<file path="config.mk">
export PLATFORM = sky130hd
export DESIGN_NAME = id_ex_pipe_reg
export DESIGN_NICKNAME = d
export VERILOG_FILES = /design/src/rtl/id_ex_pipe_reg.sv
export SDC_FILE = /design/constraint.sdc
export NUM_CORES = 1
export LEC_CHECK = 0
export CAP_MARGIN = 0
export CORE_UTILIZATION = 40
export CTS_BUF_LIST = sky130_fd_sc_hd__clkbuf_8
export DETAILED_ROUTE_END_ITERATION = 6
export PLACE_DENSITY = 0.83
export SLEW_MARGIN = 20
export SYNTH_ARGS = -nofsm -noshare
export SYNTH_HDL_FRONTEND = slang
export SYNTH_SLANG_ARGS = --single-unit
</file>
<file path="constraint.sdc">
create_clock -name clk -period 1.71 [get_ports clk]
set_input_delay 0.4275 -clock clk [delete_from_list [all_inputs] [get_ports clk]]
set_output_delay 0.4275 -clock clk [all_outputs]
set_load 0.005 [all_outputs]
</file>
<file path="src/rtl/id_ex_pipe_reg.sv">
// ID/EX pipeline register with stall hold, flush-to-bubble, WB write-through
// bypass on both source operands, and a saturating bubble counter.
module id_ex_pipe_reg #(
  parameter int XLEN    = 32,
  parameter int REG_AW  = 5,
  parameter int ALUOP_W = 4,
  parameter int CNT_W   = 16
) (
  input  logic               clk,
  input  logic               rst_n,
  input  logic               stall,
  input  logic               flush,
  input  logic               id_valid,
  input  logic [XLEN-1:0]    id_pc,
  input  logic [XLEN-1:0]    id_read_data_1,
  input  logic [XLEN-1:0]    id_read_data_2,
  input  logic [XLEN-1:0]    id_imm,
  input  logic [REG_AW-1:0]  id_rs1,
  input  logic [REG_AW-1:0]  id_rs2,
  input  logic [REG_AW-1:0]  id_rd,
  input  logic               id_alu_src,
  input  logic [ALUOP_W-1:0] id_alu_op,
  input  logic               id_reg_write,
  input  logic               id_mem_read,
  input  logic               id_mem_write,
  input  logic               id_mem_to_reg,
  input  logic               id_branch,
  input  logic               id_jump,
  input  logic               wb_reg_write,
  input  logic [REG_AW-1:0]  wb_rd,
  input  logic [XLEN-1:0]    wb_write_data,
  output logic               ex_valid,
  output logic [XLEN-1:0]    ex_pc,
  output logic [XLEN-1:0]    ex_read_data_1,
  output logic [XLEN-1:0]    ex_read_data_2,
  output logic [XLEN-1:0]    ex_imm,
  output logic [REG_AW-1:0]  ex_rs1,
  output logic [REG_AW-1:0]  ex_rs2,
  output logic [REG_AW-1:0]  ex_rd,
  output logic               ex_alu_src,
  output logic [ALUOP_W-1:0] ex_alu_op,
  output logic               ex_reg_write,
  output logic               ex_mem_read,
  output logic               ex_mem_write,
  output logic               ex_mem_to_reg,
  output logic               ex_branch,
  output logic               ex_jump,
  output logic [CNT_W-1:0]   bubble_count
);

  logic            bypass_1;
  logic            bypass_2;
  logic [XLEN-1:0] fwd_data_1;
  logic [XLEN-1:0] fwd_data_2;

  // x0 is hardwired to zero, so a WB "write" to it must never reach EX
  assign bypass_1   = wb_reg_write && (wb_rd != '0) && (wb_rd == id_rs1);
  assign bypass_2   = wb_reg_write && (wb_rd != '0) && (wb_rd == id_rs2);
  assign fwd_data_1 = bypass_1 ? wb_write_data : id_read_data_1;
  assign fwd_data_2 = bypass_2 ? wb_write_data : id_read_data_2;

  always_ff @(posedge clk or negedge rst_n) begin
    if (!rst_n) begin
      ex_valid       <= 1'b0;
      ex_pc          <= '0;
      ex_read_data_1 <= '0;
      ex_read_data_2 <= '0;
      ex_imm         <= '0;
      ex_rs1         <= '0;
      ex_rs2         <= '0;
      ex_rd          <= '0;
      ex_alu_src     <= 1'b0;
      ex_alu_op      <= '0;
      ex_reg_write   <= 1'b0;
      ex_mem_read    <= 1'b0;
      ex_mem_write   <= 1'b0;
      ex_mem_to_reg  <= 1'b0;
      ex_branch      <= 1'b0;
      ex_jump        <= 1'b0;
      bubble_count   <= '0;
    end else if (flush) begin
      // A bubble is an all-zero word so downstream logic sees no stray state
      ex_valid       <= 1'b0;
      ex_pc          <= '0;
      ex_read_data_1 <= '0;
      ex_read_data_2 <= '0;
      ex_imm         <= '0;
      ex_rs1         <= '0;
      ex_rs2         <= '0;
      ex_rd          <= '0;
      ex_alu_src     <= 1'b0;
      ex_alu_op      <= '0;
      ex_reg_write   <= 1'b0;
      ex_mem_read    <= 1'b0;
      ex_mem_write   <= 1'b0;
      ex_mem_to_reg  <= 1'b0;
      ex_branch      <= 1'b0;
      ex_jump        <= 1'b0;
      if (bubble_count != '1) begin
        bubble_count <= bubble_count + CNT_W'(1);
      end
    end else if (!stall) begin
      ex_valid       <= id_valid;
      ex_pc          <= id_pc;
      ex_read_data_1 <= fwd_data_1;
      ex_read_data_2 <= fwd_data_2;
      ex_imm         <= id_imm;
      ex_rs1         <= id_rs1;
      ex_rs2         <= id_rs2;
      ex_rd          <= id_rd;
      ex_alu_src     <= id_alu_src;
      ex_alu_op      <= id_alu_op;
      // Side-effecting controls of an invalid slot are squashed here
      ex_reg_write   <= id_reg_write & id_valid;
      ex_mem_read    <= id_mem_read  & id_valid;
      ex_mem_write   <= id_mem_write & id_valid;
      ex_mem_to_reg  <= id_mem_to_reg;
      ex_branch      <= id_branch    & id_valid;
      ex_jump        <= id_jump      & id_valid;
    end
  end

endmodule
</file>
==> run metrics <==
outcome=finished, violations left; violated checks=setup timing; commonest non-fill, non-tap cell in the layout=clkdlybuf4s50_1; DRC viols=0; Placement Rows=between 50 and 60; Max Cap Viol=0; highest-count cells in the layout ignoring fill and taps=186 x clkdlybuf4s50_1, 171 x dfrtp_1, 158 x dlygate4sd2_1; RSZ-0062 raised after global routing=yes; Worst slew margin=between 50 and 60%; Initial Util=about two fifths; Area contributors post-synth=dfrtp_1 49%, a221oi_2 10%, mux2i_1 9.9%; FF+latch count, synth=171; total power=roughly 11000 uW; share of cells above drive strength 1=roughly 30%; GR Util All Layers=roughly 29%; Detailed Place HPWL=~22000 um; Hold Violations, Final=0; clock sinks=171; Net Count, Synth=969; dpl cells=between 1k and 1.5k; FF-to-FF path depth=6; io pins=roughly 370; pre-CTS setup slack=-682 ps; area fraction of the dominant cell type after synthesis=between 40% and 50%; cell type with the highest aggregate area in the netlist=dfrtp_1; clock root buffer=clkbuf_8; reg2reg start=bubble_count[1]$_DFFE_PN0P_; initial detailed-routing violation count=450; Gate Count Post-Synth=771; IO buf count=between 300 and 400; Worst Tran Pin Value=~740 ps; Tmin final=about 1700 ps; Via Count=around 8.5k; register area share after synthesis=between 40% and 50%; crit path max fanout=6; CORE AREA=about 21000 um^2; TritonCTS clock tree=built; post-route non-filler standard cell count=1510; CP Capture Type=register; grt total ovfl=0; endpoints failing setup=6; Antenna Nets Post-Route=0; die height=150 um; final wirelength=33400 um; clock skew=between 8 and 9 ps; PD cells=742 nW/um^2; VDD IR-drop max=about 0.6 mV; Yosys Warn Count=0; Critical Path Start Type=input pin; die width=about 150 um; crit path DAT=2040 ps; R2R Path End=bubble_count[1]$_DFFE_PN0P_; Yosys cell types=35; Num CTS Buffers=17; antenna violations before repair=3; Hold Crit Class=input pin to asynchronous set/reset pin; routed vias/inst=~5.6; LEAKAGE=0.00692 uW; CTS clk-pin slew, worst paths=100 ps; fin nets=~1.4k; WP data required=a little over 2000 ps; gpl congestion=roughly 0.84; Max Slew Vio Count=0; H-tree depth=4; largest net degree at the start of global routing=112; CTS max path bufs=2; Avg Inst Size Synth=approximately 11 um^2; die area=between 20000 and 25000 um^2; Routed WL per cell=between 20 and 25 um; Final Cycle Share=102%; final setup margin=-28.9 ps; number of global-route vias before repair=8801; Area Growth Syn to Fin=73.1%; fillers=1494; crit path kind=input pin to register; Clock Latency Late Sink=~460 ps; r2r setup slk=-20 ps; Max Fclk=roughly 580 MHz; Post-Syn Area=between 8000 and 9000 um^2; DRT Pass-1 Iters=4; global-route wire length before repair=49600 um
## cell usage after synthesis
master     instances
xor2_1            13
buf_1              1
or2_2              2
o31ai_1           64
or3_1              1
nor3_1             5
nor4b_1            1
nand2_1            4
a22oi_1            4
buf_2             22
mux2i_1           86
xnor2_1           10
o21ai_0            1
buf_6             13
nand3_1            7
and4_1             3
and3_1             4
nor2b_1            1
nand4_1            6
ha_1               1
clkbuf_1          48
mux2_2             1
or4_1              1
or4_4              1
a21oi_1            4
o2111ai_1          2
a221oi_1           4
a221oi_2          60
nand2b_1           1
o21ai_4            1
a41oi_1           64
dfrtp_1          171
inv_1             65
o21a_1             1
nor2_1            98
## routing by layer
metal  GRT usage (%)  wire length (um)
met1            34.0             12200
met2            50.1             17200
met3            7.41              2810
met4            13.8              1190
met5               0                 0
## worst max-delay path, stage by stage
cell and delay [ps]:
buf_4 130, or4_4 560, buf_6 140, o21a_4 270, buf_4 190, a41oi_2 220, a221oi_2 100
## power by group
| group | switching [uW] | internal [uW] |
|---|---|---|
| logic | 1640 | 1870 |
| registers | 185 | 4350 |
| clock network | 1680 | 1470 |
| total | 3510 | 7690 |
## worst max path at each step
stage                                      startpoint                              to  slack [ps]  depth (start not counted)
after floorplan                              wb_rd[1]  ex_read_data_1[31]$_DFFE_PN0P_        -110                          6
after global placement                       wb_rd[1]  ex_read_data_1[24]$_DFFE_PN0P_        -600                          6
after detailed placement                     wb_rd[1]  ex_read_data_1[23]$_DFFE_PN0P_        -680                          6
after CTS                                    wb_rd[3]  ex_read_data_1[23]$_DFFE_PN0P_         -30                          7
after global routing      bubble_count[1]$_DFFE_PN0P_     bubble_count[0]$_DFFE_PN0P_         -80                          8
final                                        wb_rd[4]  ex_read_data_2[27]$_DFFE_PN0P_         -30                          7
## cells by family after synthesis
logic type | count (synthesis) | share of synthesized area [%]
flops | 171 | 49.1
mux | 87 | 10.0
fa+ha+maj | 1 | 0.144
simple gates | 135 | 6.78
compound gates | 205 | 23.8
buf+inv | 149 | 7.85
xor+xnor | 23 | 2.31
## area by class of cell
class                   instances  area (um^2)  area share (%)
flip-flops and latches        171         4280            28.4
well taps                     275          344            2.28
clock buffers                  17          234            1.55
clock inverters                13          179            1.19
repair buffers                515         5200            34.5
inverters                      65          244            1.62
diodes                          3         7.51          0.0498
multi-input cells             451         4600            30.5
## metrics by stage
stage / utilization (%) / hold WS, ps / TNS (ps) / cell area, um^2
after CTS: 69.3 / 407 / -30.6 / 14700
after detailed placement: 64.6 / 352 / -39960 / 13700
after global placement: 64.6 / 346 / -36540 / 13700
after floorplan: - / 132 / -6700 / 9200
after global routing: 71.1 / 410 / -499 / 15100
final: 71.1 / 425 / -76.7 / 15100
## what timing repair did
action	CTS	global route
endpoints found under the setup margin	236	74
cloned	8	4
endpoints found under the hold margin	25	0
hold buffers	1	0
setup buffers	40	11
gates resized for setup	235	49
pin swaps	17	16
Note: power is estimated with default switching activity, not from simulation.
